==> config.mk <==
export PLATFORM = sky130hd
export DESIGN_NAME = uart_tx_arb
export DESIGN_NICKNAME = d
export VERILOG_FILES = /design/src/rtl/uart_arb_pkg.sv /design/src/rtl/uart_rr_pick.sv /design/src/rtl/uart_tx_arb.sv
export SDC_FILE = /design/constraint.sdc
export NUM_CORES = 1
export LEC_CHECK = 0
export ABC_CLOCK_PERIOD_IN_PS = 1400
export BUFFER_PORTS_ARGS = -buffer_cell sky130_fd_sc_hd__buf_2
export CAP_MARGIN = 20
export CORE_UTILIZATION = 30
export DETAILED_ROUTE_END_ITERATION = 7
export PLACE_DENSITY_LB_ADDON = 0.08
export SLEW_MARGIN = 5
export SYNTH_ARGS = -nofsm -noshare
export SYNTH_HDL_FRONTEND = slang
export SYNTH_SLANG_ARGS = --single-unit
==> constraint.sdc <==
create_clock -name clk -period 1.4 [get_ports clk]
set_clock_uncertainty 0.15 [all_clocks]
set_input_delay 0.21 -clock clk [delete_from_list [all_inputs] [get_ports clk]]
set_output_delay 0.21 -clock clk [all_outputs]
set_load 0.01 [all_outputs]
==> src/rtl/uart_arb_pkg.sv <==
// Shared types and constants for the UART transmit arbiter.
// State encoding, requester limits and default acknowledge timeout.
package uart_arb_pkg;

    typedef enum logic [1:0] {
        IDLE      = 2'd0,
        START     = 2'd1,
        WAIT_DONE = 2'd2
    } arb_state_t;

    localparam int N_REQ_MAX   = 4;
    localparam int PTR_W       = $clog2(N_REQ_MAX);
    localparam int TIMEOUT_DEF = 64;

endpackage

==> src/rtl/uart_rr_pick.sv <==
// Combinational round-robin picker: first set request at or above ptr,
// wrapping around, plus a flag telling whether any request is set.
module uart_rr_pick
    import uart_arb_pkg::*;
#(
    parameter int N_REQ = 2
) (
    input  logic [N_REQ-1:0] req,
    input  logic [PTR_W-1:0] ptr,
    output logic [PTR_W-1:0] win,
    output logic             valid
);

    logic [N_REQ_MAX-1:0] req_x;
    logic [PTR_W-1:0]     idx;

    assign req_x = N_REQ_MAX'(req);

    // Scan from farthest to nearest so the nearest hit is written last.
    always_comb begin
        win   = '0;
        idx   = '0;
        valid = |req;
        for (int i = N_REQ - 1; i >= 0; i--) begin
            idx = PTR_W'((int'(ptr) + i) % N_REQ);
            if (req_x[idx]) begin
                win = idx;
            end
        end
    end

endmodule

==> src/rtl/uart_tx_arb.sv <==
// Round-robin sharing of one UART TX engine between N_REQ byte sources.
// Define UART_ARB_LOCK_EN to add i_last and keep a winner locked until its last byte.
module uart_tx_arb
    import uart_arb_pkg::*;
#(
    parameter int N_REQ   = 2,
    parameter int TIMEOUT = TIMEOUT_DEF,
    parameter int CNT_W   = 16
) (
    input  logic               clk,
    input  logic               rst,
    input  logic [N_REQ-1:0]   i_req,
`ifdef UART_ARB_LOCK_EN
    input  logic [N_REQ-1:0]   i_last,
`endif
    input  logic [8*N_REQ-1:0] i_data,
    output logic [N_REQ-1:0]   o_gnt,
    output logic [7:0]         o_tx,
    output logic               o_tx_start,
    input  logic               i_tx_busy,
    input  logic               i_tx_start_clear,
    output logic               o_busy,
    output logic               o_err_to,
    input  logic               i_err_clr,
    output logic [CNT_W-1:0]   o_byte_cnt
);

    localparam int TO_W = $clog2(TIMEOUT);

    arb_state_t       state, state_d;
    logic [PTR_W-1:0] ptr, ptr_d;
    logic [TO_W-1:0]  to_cnt, to_cnt_d;
    logic [N_REQ-1:0] gnt_d;
    logic [7:0]       tx_d;
    logic             start_d;
    logic             err_d;
    logic [CNT_W-1:0] bcnt_d;
    logic [N_REQ-1:0] req_eff;
    logic [PTR_W-1:0] win;
    logic             win_vld;
    logic [7:0]       data_arr [N_REQ_MAX];

    for (genvar k = 0; k < N_REQ_MAX; k++) begin : g_data
        if (k < N_REQ) begin : g_used
            assign data_arr[k] = i_data[8*k +: 8];
        end else begin : g_pad
            assign data_arr[k] = '0;
        end
    end

`ifdef UART_ARB_LOCK_EN
    logic                 lock, lock_d;
    logic [PTR_W-1:0]     lock_id, lock_id_d;
    logic [N_REQ_MAX-1:0] last_x;

    assign last_x  = N_REQ_MAX'(i_last);
    assign req_eff = lock ? (i_req & (N_REQ'(1) << lock_id)) : i_req;
`else
    assign req_eff = i_req;
`endif

    uart_rr_pick #(.N_REQ(N_REQ)) u_pick (
        .req   (req_eff),
        .ptr   (ptr),
        .win   (win),
        .valid (win_vld)
    );

    assign o_busy = (state != IDLE);

    always_comb begin
        state_d  = state;
        ptr_d    = ptr;
        to_cnt_d = to_cnt;
        gnt_d    = '0;
        tx_d     = o_tx;
        start_d  = o_tx_start;
        err_d    = o_err_to & ~i_err_clr;
        bcnt_d   = o_byte_cnt;
`ifdef UART_ARB_LOCK_EN
        lock_d    = lock;
        lock_id_d = lock_id;
`endif
        unique case (state)
            IDLE: begin
                if (win_vld) begin
                    gnt_d    = N_REQ'(1) << win;
                    tx_d     = data_arr[win];
                    start_d  = 1'b1;
                    ptr_d    = (win == PTR_W'(N_REQ - 1)) ? '0 : win + 1'b1;
                    to_cnt_d = '0;
                    state_d  = START;
`ifdef UART_ARB_LOCK_EN
                    lock_d    = ~last_x[win];
                    lock_id_d = win;
`endif
                end
            end
            START: begin
                if (i_tx_start_clear || i_tx_busy) begin
                    start_d = 1'b0;
                    state_d = WAIT_DONE;
                end else if (to_cnt == TO_W'(TIMEOUT - 1)) begin
                    // Engine never took the byte: drop it and flag it.
                    start_d = 1'b0;
                    err_d   = 1'b1;
                    state_d = IDLE;
`ifdef UART_ARB_LOCK_EN
                    lock_d  = 1'b0;
`endif
                end else begin
                    to_cnt_d = to_cnt + 1'b1;
                end
            end
            WAIT_DONE: begin
                if (!i_tx_busy) begin
                    state_d = IDLE;
                    bcnt_d  = o_byte_cnt + 1'b1;
                end
            end
            default: state_d = IDLE;
        endcase
    end

    always_ff @(posedge clk) begin
        if (rst) begin
            state      <= IDLE;
            ptr        <= '0;
            to_cnt     <= '0;
            o_gnt      <= '0;
            o_tx       <= '0;
            o_tx_start <= 1'b0;
            o_err_to   <= 1'b0;
            o_byte_cnt <= '0;
`ifdef UART_ARB_LOCK_EN
            lock       <= 1'b0;
            lock_id    <= '0;
`endif
        end else begin
            state      <= state_d;
            ptr        <= ptr_d;
            to_cnt     <= to_cnt_d;
            o_gnt      <= gnt_d;
            o_tx       <= tx_d;
            o_tx_start <= start_d;
            o_err_to   <= err_d;
            o_byte_cnt <= bcnt_d;
`ifdef UART_ARB_LOCK_EN
            lock       <= lock_d;
            lock_id    <= lock_id_d;
`endif
        end
    end

endmodule

; After elaboration in Yosys (flattened, before gate mapping)
; Index checks and enable logic that the tools add are counted.
[classes]
n_addsub = 4
n_lt_le_gt_ge = 3
n_eq_ne = 9
n_shift = 1
mux = 26
bitwise_logic = 7
n_reduce_logical = 11
[ops]
columns = op, count
row1 = two-way mux 6 bit, 3
row2 = adder 16 x 1 -> 16 bit (second input constant), 1
row3 = binary-select mux 8 bit (select 2 bit), 1
row4 = two-way mux 8 bit, 2
row5 = two-way mux 2 bit, 6
row6 = one-hot mux 6 bit (2 select lines), 1
row7 = two-way mux 1 bit, 10
row8 = adder 6 x 1 -> 6 bit (second input constant), 1
row9 = == test 6 bit (second input constant), 1
row10 = != test 2 bit (second input constant), 3
row11 = one-hot mux 2 bit (3 select lines), 1
row12 = AND reduction 3 bit, 2
row13 = == test 2 x 1 -> 1 bit (second input constant), 2
row14 = NOT 1 bit, 4
row15 = AND reduction 2 bit, 2
row16 = AND reduction 4 bit, 1
row17 = nonzero test 2 bit, 2
row18 = greater-or-equal comparator 3 bit (second input constant), 1
row19 = less-than comparator 1 x 3 -> 1 bit (second input constant), 1
row20 = less-than comparator 2 x 3 -> 1 bit (second input constant), 1
row21 = != test 3 bit (second input constant), 1
row22 = NOT 2 -> 3 bit, 1
row23 = OR reduction 3 bit, 1
row24 = adder 1 bit (second input constant), 2
row25 = 10 further kinds, 10
[word_totals]
reg_bits = 37
word_cells = 69

; Depth between registers and ports, before layout
; Gate-level depths: netlist of the first run.
[logic_depth]
ltp_word = 10
ltp_mapped = 6
depth_no_buf = 5

; By module
; A second synthesis of the first run with hierarchy kept.
[hier_totals]
hier_cells = 177
area_unflattened_um2 = 1687.9
[by_module_without_submodules]
columns = module, instances, cells_each, area_each_um2, seq_area_each_um2
row1 = uart_tx_arb, 1, 172, 1659.1, 760.7
row2 = uart_rr_pick, 1, 5, 28.8, 0.0

; Worst setup path before layout of the first run
; Ideal clock, no wire load.
[synth_path]
path_kind = reg-to-reg
startpoint = reg o_byte_cnt[2]
endpoint = reg o_byte_cnt[15]
setup_time_ns = 0.070
arrival_ns = 1.420
t_required_ns = 1.180
setup_slack_ns = -0.240
stages_incl_launch_ff = 6
path_buffers = 1
period_less_slack_ns = 1.640
path_cell_list = dfxtp_1 > nor4bb_1 > buf_4 > nand4_4 > or3_1 > a21oi_1
[synth_between]
elab_chain_len = 1
[synth_rtl]
columns = element, line_no
row1 = start: declaration, uart_tx_arb.sv:25  ; output logic [CNT_W-1:0] o_byte_cnt
row2 = start signal: assignment, uart_tx_arb.sv:147  ; o_byte_cnt <= bcnt_d;
row3 = adder 16 x 1 -> 16 bit, uart_tx_arb.sv:118  ; bcnt_d = o_byte_cnt + 1'b1;
; No other way between the ends.
; A chain may end at the register's enable or synchronous reset.

; Worst setup path in the final report of the first run
[layout_path]
startpoint = reg state[1]
endpoint = out o_busy
[layout_between]
elab_chain_len = 1
[layout_rtl]
columns = element, line_no
row1 = start: declaration, uart_tx_arb.sv:30  ; arb_state_t state, state_d;
row2 = start signal: assignment, uart_tx_arb.sv:140  ; state <= state_d;
row3 = nonzero test 2 bit, uart_tx_arb.sv:69  ; assign o_busy = (state != IDLE);
row4 = end: declaration, uart_tx_arb.sv:22  ; output logic o_busy,
; No other way between the ends.

==> results of run 1 <==
## final timing paths
| check | to | cells past startpoint | slack, ns |
|---|---|---|---|
| worst max-delay path | o_busy | 3 | -0.19 |
| worst min-delay path | o_err_to | 4 | 0.07 |
| worst max register to register | o_byte_cnt[14] | 5 | -0.18 |
| worst min register to register | o_tx[5] | 2 | 0.34 |
## cell families (layout without fill, tap and decap cells)
group,count (synthesis),after routing
simple gates,82,82
flops,37,37
compound gates,35,35
buf+inv,13,105
xor+xnor,11,11
mux,9,9
fa+ha+maj,2,2
## cell usage in the layout, fill, tap and decap left out, types with 3 or more instances in the layout
master,instances
xor2_1,6
buf_4,40
mux2i_1,9
inv_1,3
a211oi_2,3
nor2_1,26
a21oi_2,4
or3_1,3
o21ai_1,6
and2_1,3
nor3_1,3
and4_1,3
dfxtp_2,3
nand2_1,6
buf_2,51
xnor2_1,4
dfxtp_1,32
a21oi_1,6
nand4_1,5
nand3_1,5
clkbuf_8,5
a211oi_1,7
## sequential cells by signal, indices dropped and copies added (netlist names)
signal	count
o_gnt	2
o_err_to	1
to_cnt	6
o_tx	8
state	2
ptr	1
o_tx_start	1
o_byte_cnt	16
## layer usage
metal  track usage  wire (um)
met5             0          0
met4        0.0547         54
met2         0.256       1970
met3        0.0393        154
met1         0.182       1980
## through the flow
| stage | power [uW] | setup TNS, ns |
|---|---|---|
| final | 2260 | -2.60 |
| after global routing | 2380 | -5.22 |
| after CTS | 2270 | -3.23 |
| after detailed placement | 1530 | -3.28 |
| after global placement | 1530 | -3.10 |
| after floorplan | 1390 | -1.10 |
## power by group through the flow
stage	sequential, uW	combinational (uW)	clock (uW)
2_1_floorplan	1180	208	0
3_3_place_gp	1160	376	0
3_5_place_dp	1160	377	0
4_1_cts	1140	391	746
5_1_grt	1150	446	792
6_report	1140	406	721
## worst reg2reg max path, stage by stage (launching register included)
cell and delay, ns:
dfxtp_4 0.37, nor4bb_4 0.25, buf_4 0.16, nand4_1 0.11
or3_4 0.36, a21oi_2 0.13
## what timing repair did
item,CTS,global route
gates cloned,0,0
resized for setup,11,22
pin swaps,10,9
endpoints found under the setup margin,32,34
buffers inserted,3,1
## final cells by class
cell class / count / area [um^2] / share of cell area
inverter: 3 / 11.3 / 0.00434
timing repair buffer: 94 / 598 / 0.230
clock buffer: 6 / 72.6 / 0.0279
multi-input combinational: 139 / 1070 / 0.410
sequential: 37 / 752 / 0.289
tap: 70 / 87.6 / 0.0337
clock inverter: 2 / 10.0 / 0.00385
==> reports/qor.txt, run 1 <==
STATUS
------------------------------------------------------------------------------------------
Result of the run                                                             finished, violations left
Violations in the final reports                                               negative setup slack

PWR
------------------------------------------------------------------------------------------
Sequential share of power                                                            0.503
Share of power burned in the clock network                                           0.318
Switching Power                                                                     615 uW
Power per cell area                                                            872 nW/um^2
Switching power as a share of total power                                            0.272
Worst IR drop on VDD                                                                529 uV
Internal power                                                                     1650 uW
Leakage component of the power                                                  0.00116 uW
Combinational share of power                                                         0.179

PLACED DESIGN
------------------------------------------------------------------------------------------
Post-DP Area                                                                     2340 um^2
Post-detailed-placement half-perimeter wirelength                                  3030 um
Port Buf Inserts                                                                        51
Number of cells in the design after placement                                          339
Routability Congestion                                                               0.737
Post-Place Worst Slack                                                           -0.240 ns

GLOBAL ROUTE
------------------------------------------------------------------------------------------
Grt ovf                                                                                  0
Overall fraction of global-route tracks in use                                       0.151
Antenna violations before repair                                                         0
Pin count of the biggest net entering global routing                                    27
Global-route wire length before repair                                             7160 um
Vias in the first global route                                                        1619

SYNTHESIS
------------------------------------------------------------------------------------------
Area fraction of the dominant cell type after synthesis                              0.438
Flops & latches, synth                                                                  37
Number of distinct standard cells referenced by the synthesized netlist                 38
Fraction of synthesized cell area in xor and xnor cells                             0.0570
Post-synthesis cell count                                                              189
Number of enable-type register cells in the synthesized netlist                          0
Average footprint of a synthesized cell                                          8.95 um^2
Post-synthesis simple-gate area fraction                                             0.274
Count of warnings emitted by yosys                                                       0
Sequential cell area fraction in the yosys report                                    0.438
Share of cell area taken by muxes after synthesis                                   0.0533
Largest family of logic cells by synthesized area                             simple AND/OR/NAND/NOR gates
Dominant register cell in the synthesized netlist                                  dfxtp_1
Share of the synthesized area in compound gates (AO/OA/AOI/OAI)                      0.128
Total standard cell area after synthesis                                         1690 um^2
Ranking of synthesized cells by area                                          dfxtp_1 44%, nor2_1 6.2%, mux2i_1 5.3%, a211oi_1 4.4%, xor2_1 3.1%
Top post-synthesis cells by count                                             37 x dfxtp_1, 28 x nor2_1, 10 x a211oi_1, 10 x a21oi_1, 9 x mux2i_1
Syn nets                                                                               214
Share of flip-flops with an asynchronous set or reset                                    0
Library cell with the largest summed area after synthesis                          dfxtp_1
Cell with the most instances after synthesis                                       dfxtp_1
Adder-cell area share of the yosys netlist                                          0.0148

FINISH
------------------------------------------------------------------------------------------
Final cell area excluding filler cells                                           2600 um^2
Number of diodes                                                                         0
Count of nets after finishing                                                          305
Final cell count without fillers                                                       351
Filler cells                                                                           540
Final cell utilization of the core                                                   0.493
Share of final-layout standard cells stronger than drive strength 1                  0.480
Area growth from synthesis to layout                                                 53.6%

DETAILED ROUTING
------------------------------------------------------------------------------------------
Detailed router's first-iteration violation count                                       71
Number of remaining DRC errors                                                           0
Vias per Instance                                                                     4.75
Antenna Violating Nets Remaining                                                         0
Pre-antenna DRT Iters                                                                    4
Drt wl/cell                                                                        11.8 um
Total via count after detailed routing                                                1669
Detailed-route wire length                                                         4160 um

CTS
------------------------------------------------------------------------------------------
Maximum clock insertion buffer count                                                     2
Clock edge transition at the registers on the reported setup and hold paths        0.08 ns
Skew-Pair Late Insertion Delay                                                     0.29 ns
CTS sink cnt                                                                            37
Total CTS buffers                                                                        5
Cell chosen for the clock root                                                    clkbuf_8
Depth of the CTS H-tree                                                                  2
TritonCTS clock tree                                                                  done
Hold buffer count at cts                                                                 0

WORST SETUP PATH
------------------------------------------------------------------------------------------
CP Max Fanout                                                                            7
Startpoint kind of the worst setup timing path                                   flip-flop
Family of cells with the greatest summed delay on the critical path             flip-flops
Data arrival time of the worst path                                                1.23 ns
R2r startpoint                                                                    state[0]
Worst Path Buf+Inv                                                                       2
Endpoint kind of the worst setup timing path                                   output port
Worst setup path startpoint                                                       state[1]
Category of the most critical setup path                                        reg -> out
Critical-path cell list                                                       or2_1, buf_4, buf_2
Slowest-stage cell, CP                                                             dfxtp_4
Largest incremental delay on the critical path                                     0.37 ns
Required time of the critical path                                                 1.04 ns

STA
------------------------------------------------------------------------------------------
Final number of hold-violating endpoints                                                 0
Max-slew headroom                                                                    0.643
Part of the cycle the worst path needs                                                1.13
Worst slack on hold paths                                                        0.0708 ns
Achievable clock frequency                                                         631 MHz
Max-slew violation total from the final report                                           0
Unrepaired setup endpoints after global routing                                       true
Minimum clock period                                                               1.59 ns
Setup violations, final                                                                 28
Final setup slack of the worst path                                              -0.186 ns
Transition at the pin with the smallest max-transition slack                      0.535 ns

FLOORPLAN
------------------------------------------------------------------------------------------
Die outline area                                                                 5940 um^2
Number of standard-cell rows in the floorplan                                           26
Initial core utilization                                                             0.321
Die height                                                                         77.1 um
Count of pins on the block boundary                                                     52
Core area                                                                        5270 um^2
Width of the die                                                                   77.1 um

WORST HOLD PATH
------------------------------------------------------------------------------------------
Worst min-delay path startpoint                                                  i_err_clr
Kind of path behind the tightest hold check                                      in -> reg

RUN
------------------------------------------------------------------------------------------
Reported max-cap violation count                                                         0

(Power assumes the default switching activity.)
==> run 2, diff against run 1 <==
- CORE_UTILIZATION: 30 -> 45
==> run 2 against run 1 <==
The run still ends with negative setup slack left. Total power is 11% higher. Clock-buffer cell count is 2 higher. Critical path depth is 3 higher. Combinational power is 47% higher. Die area is 33% lower. Design area is 8.5% higher. Via count is 8.4% higher. Cell count is 4.6% lower. Non-clock buffer count is 8 higher. Sequential power hardly changed. Largest power group unchanged. Highest routed layer unchanged.
==> reports/qor.txt, run 2 (synthesis results as in run 1) <==
STATUS
------------------------------------------------------------------------------------------
Result of the run                                                             finished, violations left
Violations in the final reports                                               negative setup slack

WORST SETUP PATH
------------------------------------------------------------------------------------------
Data arrival time of the worst path                                                1.75 ns   +0.52 ns
Worst reg2reg endpoint                                                        o_byte_cnt[14]
R2r startpoint                                                                    state[0]
R2r worst-path depth                                                                     6   +1
Startpoint kind of the worst setup timing path                                   flip-flop
Setup slack on the worst flop-to-flop path                                        -0.28 ns   -0.10 ns
Category of the most critical setup path                                        reg -> reg
Required time of the critical path                                                 1.48 ns   +0.44 ns
CP Max Fanout                                                                            3   -4
Endpoint kind of the worst setup timing path                                     flip-flop

DETAILED ROUTING
------------------------------------------------------------------------------------------
Detailed router's first-iteration violation count                                      108   +52%
Drt wl/cell                                                                        15.5 um   +31%
Total via count after detailed routing                                                1810   +8.4%
Metal3 WL                                                                           256 um   +66%
Met2 layer wire length in the routed design                                        2600 um   +32%
Pre-antenna DRT Iters                                                                    4   unchanged
Max Used Layer                                                                        met4
Number of remaining DRC errors                                                           0   unchanged
Antenna Violating Nets Remaining                                                         0   unchanged
Wire length on met1                                                                2180 um   +10%
Detailed-route wire length                                                         5190 um   +25%
Vias per Instance                                                                     5.40   +14%

FLOORPLAN
------------------------------------------------------------------------------------------
Count of pins on the block boundary                                                     52   unchanged
Initial core utilization                                                             0.488   +0.167
Core area                                                                        3470 um^2   -34%
Number of standard-cell rows in the floorplan                                           21   -19%
Die outline area                                                                 4010 um^2   -33%
Die height                                                                         63.3 um   -18%
Width of the die                                                                   63.3 um   -18%

CTS
------------------------------------------------------------------------------------------
Total CTS buffers                                                                        5   unchanged
Clock edge transition at the registers on the reported setup and hold paths        0.07 ns   about the same
Cell chosen for the clock root                                                    clkbuf_8
Depth of the CTS H-tree                                                                  2   unchanged
Maximum clock insertion buffer count                                                     2   unchanged
Hold buffer count at cts                                                                 0   unchanged
CTS sink cnt                                                                            37   unchanged
Skew-Pair Late Insertion Delay                                                     0.29 ns   about the same
TritonCTS clock tree                                                                  done

PLACED DESIGN
------------------------------------------------------------------------------------------
Port Buf Inserts                                                                        51   unchanged
Post-detailed-placement half-perimeter wirelength                                  3060 um   +0.97%
Number of cells in the design after placement                                          316   -6.8%
Routability Congestion                                                               0.792   +7.3%
Post-Place Worst Slack                                                           -0.268 ns   -0.0276 ns

PWR
------------------------------------------------------------------------------------------
Leakage component of the power                                                  0.00122 uW   +5.9%
Worst IR drop on VDD                                                                824 uV   +56%
Power per cell area                                                            894 nW/um^2   +2.5%

FINISH
------------------------------------------------------------------------------------------
Largest register FFs                                                                    16   unchanged
Share of final-layout standard cells stronger than drive strength 1                  0.581   +0.101
Number of diodes                                                                         0   unchanged
Area growth from synthesis to layout                                                 66.6%
Count of nets after finishing                                                          313   +2.6%
Register bank with the most flops                                               o_byte_cnt
Filler cells                                                                           220   -59%
Leading registers by flop count                                               o_byte_cnt (16), o_tx (8), to_cnt (6)
Final cell count without fillers                                                       335   -4.6%
Storage element area                                                              749 um^2   -0.33%
Highest-count cells in the layout ignoring fill and taps                      50 x buf_2, 36 x buf_4, 32 x dfxtp_1
Combined area of the multi-input logic cells                                     1190 um^2   +12%
Most frequent standard cell in the layout excluding fill and tap cells               buf_2

STA
------------------------------------------------------------------------------------------
Unrepaired setup endpoints after global routing                                       true
Achievable clock frequency                                                         597 MHz   -5.4%
Part of the cycle the worst path needs                                                1.20   +0.0647
Max-slew headroom                                                                    0.696   +0.0526
Transition at the pin with the smallest max-transition slack                      0.457 ns   -0.0790 ns
Worst slack on hold paths                                                        0.0633 ns   -0.00755 ns
Final setup slack of the worst path                                              -0.276 ns   -0.0906 ns
Setup violations, final                                                                 36   +29%
Max-slew violation total from the final report                                           0   unchanged
Minimum clock period                                                               1.68 ns   +0.0906 ns
Final number of hold-violating endpoints                                                 0   unchanged

GLOBAL ROUTE
------------------------------------------------------------------------------------------
Overall fraction of global-route tracks in use                                       0.265   +0.114
Pin count of the biggest net entering global routing                                    19   -30%
Vias in the first global route                                                        1827   +13%
Grt ovf                                                                                  0   unchanged
Global-route wire length before repair                                             8280 um   +16%
Antenna violations before repair                                                         0   unchanged

WORST HOLD PATH
------------------------------------------------------------------------------------------
Worst min-delay path startpoint                                                  i_err_clr
Worst min-delay path endpoint                                                     o_err_to
Cell count of the worst hold path                                                        4   unchanged
Kind of path behind the tightest hold check                                      in -> reg

RUN
------------------------------------------------------------------------------------------
Reported max-cap violation count                                                         0   unchanged

run 2: cell types whose count changed in the layout (fill, tap and decap cells not counted), moves of 3 or more:
cell and change:
buf_4 -4, buf_6 +12, a211oi_1 -6, nor2_4 +8, nor3_2 +3, a211oi_2 +6, nor2_1 -10, nand3_2 +3
run 2: report_power, final:
group / switching (uW) / internal (uW)
clock: 363 / 401
sequential: 51.9 / 1110
combinational: 288 / 310
run 2: metal layers:
layer  GRT usage  vias up
li1            -      878
met2       0.449       59
met3      0.0797       15
met5           0        -
met1       0.309      858
met4       0.108        0
run 2: final cells by class:
type	count	area share
timing repair buffer	102	0.255
sequential	37	0.266
clock buffer	8	0.0320
multi-input combinational	139	0.423
inverter	3	0.00400
tap	46	0.0204
run 2: how the worst max path moves through the flow:
stage	start	to	slack (ns)	cells past startpoint
finish	state[0]	o_byte_cnt[14]	-0.28	6
global route	state[0]	o_byte_cnt[14]	-0.34	6
CTS	state[0]	o_busy	-0.28	5
detailed placement	state[1]	o_byte_cnt[14]	-0.27	5
global placement	state[1]	o_byte_cnt[14]	-0.19	5
floorplan	state[1]	o_byte_cnt[14]	-0.16	5
run 2: worst max-delay path, stage by stage, from the launching register on:
cell and delay (ns):
dfxtp_2 0.34, buf_6 0.12, nor4bb_4 0.26, buf_4 0.18
nand4_1 0.10, or3_1 0.35, a21oi_1 0.12
run 2: timing repair:
item	4_1_cts	5_1_grt
buffers inserted	6	6
pin swaps	32	19
setup endpoints to repair	36	37
gates cloned	1	0
resized for setup	58	18
run 2: metrics by stage:
step,cell area [um^2],TNS (ns),utilization,power [uW]
5_1_grt,2820,-7.35,0.812,2610
2_1_floorplan,1760,-1.10,-,1390
3_5_place_dp,2320,-4.71,0.668,1540
6_report,2820,-5.52,0.812,2520
3_3_place_gp,2320,-3.18,0.668,1530
4_1_cts,2740,-5.59,0.789,2490
==> run 3, diff against run 2 <==
- CORE_UTILIZATION: 45 -> 47
- CTS_BUF_LIST: not set -> sky130_fd_sc_hd__clkbuf_4 sky130_fd_sc_hd__clkbuf_8
==> run 3 against run 2 <==
The run still ends with negative setup slack left. Via count down 1.3%. Non-clock buffer count down 1. Critical endpoint is now state[0]. Cell count down 0.30%. Register-to-register slack worse by 0.04 ns. Sequential power about the same. Fmax down 2.2%. Core utilization up 1.2 points. First-iteration DRC count down 55%.
==> reports/qor.txt, run 3 (synthesis results as in run 1) <==
STA
------------------------------------------------------------------------------------------
Transition at the pin with the smallest max-transition slack                      0.428 ns   -0.0283 ns
Max-slew headroom                                                                    0.715   +0.0189
Unrepaired setup endpoints after global routing                                       true
Achievable clock frequency                                                         583 MHz   -2.2%
Part of the cycle the worst path needs                                                1.22   +0.0270
Minimum clock period                                                               1.71 ns   +0.0378 ns
Final setup slack of the worst path                                              -0.314 ns   -0.0378 ns
Worst slack on hold paths                                                       0.00757 ns   -0.0557 ns
Setup violations, final                                                                 37   +2.8%
Final number of hold-violating endpoints                                                 0   unchanged
Max-slew violation total from the final report                                           0   unchanged

GLOBAL ROUTE
------------------------------------------------------------------------------------------
Grt ovf                                                                                  0   unchanged
Overall fraction of global-route tracks in use                                       0.249   -0.0161
Pin count of the biggest net entering global routing                                    26   +7
Global-route wire length before repair                                             6790 um   -18%
Antenna violations before repair                                                         0   unchanged
Vias in the first global route                                                        1606   -12%

PWR
------------------------------------------------------------------------------------------
Power per cell area                                                            859 nW/um^2   -3.9%
Leakage component of the power                                                  0.00125 uW   +1.8%
Worst IR drop on VDD                                                                789 uV   -4.3%

WORST SETUP PATH
------------------------------------------------------------------------------------------
Setup slack on the worst flop-to-flop path                                        -0.31 ns   -0.04 ns
R2r worst-path depth                                                                     6   unchanged
R2r startpoint                                                                    state[1]
Startpoint kind of the worst setup timing path                                   flip-flop
CP Max Fanout                                                                            5   +2
Required time of the critical path                                                 1.48 ns   about the same
Category of the most critical setup path                                        reg -> reg
Crit path top cell by count                                                          buf_4
Critical-path cell list                                                       buf_6, nor4b_2, buf_4, o21ai_4, buf_4, a211oi_1
Worst reg2reg endpoint                                                            state[0]
Largest incremental delay on the critical path                                     0.37 ns   +0.02 ns
Slowest-stage cell, CP                                                             dfxtp_4
Endpoint kind of the worst setup timing path                                     flip-flop
Data arrival time of the worst path                                                1.79 ns   +0.04 ns

CTS
------------------------------------------------------------------------------------------
Maximum clock insertion buffer count                                                     2   unchanged
Depth of the CTS H-tree                                                                  2   unchanged
TritonCTS clock tree                                                                  done
Total CTS buffers                                                                        5   unchanged
CTS sink cnt                                                                            37   unchanged
Skew-Pair Late Insertion Delay                                                     0.36 ns   +0.07 ns
Clock edge transition at the registers on the reported setup and hold paths        0.11 ns   +0.04 ns
Cell chosen for the clock root                                                    clkbuf_4

DETAILED ROUTING
------------------------------------------------------------------------------------------
Detailed router's first-iteration violation count                                       49   -55%
Pre-antenna DRT Iters                                                                    4   unchanged
Vias per Instance                                                                     5.35   -0.98%
Total via count after detailed routing                                                1787   -1.3%
Antenna Violating Nets Remaining                                                         0   unchanged
Drt wl/cell                                                                        15.3 um   -1.4%
Detailed-route wire length                                                         5100 um   -1.7%
Number of remaining DRC errors                                                           0   unchanged

FINISH
------------------------------------------------------------------------------------------
Number of diodes                                                                         0   unchanged
Leading registers by flop count                                               o_byte_cnt (16), o_tx (8), to_cnt (6)
Final cell area excluding filler cells                                           2790 um^2   -0.84%
Most frequent standard cell in the layout excluding fill and tap cells               buf_2
Largest register FFs                                                                    16   unchanged
Count of nets after finishing                                                          312   -0.32%
Filler cells                                                                           213   -3.2%
Highest-count cells in the layout ignoring fill and taps                      50 x buf_2, 34 x buf_4, 32 x dfxtp_1
Share of final-layout standard cells stronger than drive strength 1                  0.559   -0.0223
Area growth from synthesis to layout                                                 65.2%
Register bank with the most flops                                               o_byte_cnt

FLOORPLAN
------------------------------------------------------------------------------------------
Die height                                                                         62.0 um   -2.1%
Initial core utilization                                                             0.499   +0.0113
Number of standard-cell rows in the floorplan                                           21   unchanged
Die outline area                                                                 3840 um^2   -4.1%
Width of the die                                                                   62.0 um   -2.1%
Count of pins on the block boundary                                                     52   unchanged
Core area                                                                        3390 um^2   -2.3%

PLACED DESIGN
------------------------------------------------------------------------------------------
Post-detailed-placement half-perimeter wirelength                                  3070 um   +0.56%
Port Buf Inserts                                                                        51   unchanged
Post-DP Area                                                                     2300 um^2   -0.76%
Post-Place Worst Slack                                                           -0.213 ns   +0.0542 ns
Routability Congestion                                                               0.799   +0.90%

WORST HOLD PATH
------------------------------------------------------------------------------------------
Cell count of the worst hold path                                                        4   unchanged
Kind of path behind the tightest hold check                                      in -> reg
Worst min-delay path endpoint                                                     o_err_to
Worst min-delay path startpoint                                                  i_err_clr

RUN
------------------------------------------------------------------------------------------
Reported max-cap violation count                                                         0   unchanged

STATUS
------------------------------------------------------------------------------------------
Result of the run                                                             finished, violations left
Violations in the final reports                                               negative setup slack

run 3: cell types whose count changed in the layout (fill, tap and decap cells not counted), sizes merged:
| cell | change |
|---|---|
| buf | -2 |
| clkbuf | +1 |
run 3: metrics by stage:
stage	utilization	power, uW	instances	TNS [ns]
6_report	0.824	2400	334	-5.26
5_1_grt	0.824	2500	334	-7.32
4_1_cts	0.759	2250	329	-3.78
3_5_place_dp	0.679	1550	312	-3.06
3_3_place_gp	0.679	1530	312	-2.05
2_1_floorplan	-	1390	189	-1.10
run 3: worst max-delay path by stage:
stage                   from             end  slack, ns
finish              state[1]        state[0]      -0.31
global route        state[1]        state[0]      -0.42
CTS                 state[0]          o_busy      -0.21
detailed placement  state[1]  o_byte_cnt[14]      -0.21
global placement    state[1]  o_byte_cnt[14]      -0.16
floorplan           state[1]  o_byte_cnt[14]      -0.16
run 3: what timing repair did:
action                     CTS  global route
buffers inserted             9             4
hold buffers                 0             0
cloned                       0             1
resized for setup           29            37
pin swaps                   14            19
setup endpoints to repair   32            37
run 3: worst max-delay path, delay by kind of cell (launching register included):
family	cells	cell delay [ns]
AND/OR/NAND/NOR	1	0.21
buffers and inverters	3	0.43
AO/OA/AOI/OAI	2	0.43
flip-flops	1	0.37
run 3: power breakdown:
part | internal, uW | total (uW) | switching [uW]
combinational | 324 | 622 | 298
clock | 287 | 633 | 347
sequential | 1100 | 1140 | 39.9
run 3: final cells by class:
class	instances	area, um^2	share of cell area
timing repair buffer	101	728	0.261
sequential	37	752	0.269
multi-input combinational	139	1180	0.422
inverter	3	11.3	0.00403
tap	46	57.6	0.0206
clock buffer	8	66.3	0.0237
run 3: routing by layer:
metal | part of all wire | GRT usage | up-vias
met3 | 0.029 | 0.0559 | 11
met1 | 0.41 | 0.268 | 868
met4 | 0.022 | 0.105 | 0
li1 | - | - | 876
met5 | 0 | 0 | -
met2 | 0.54 | 0.464 | 32
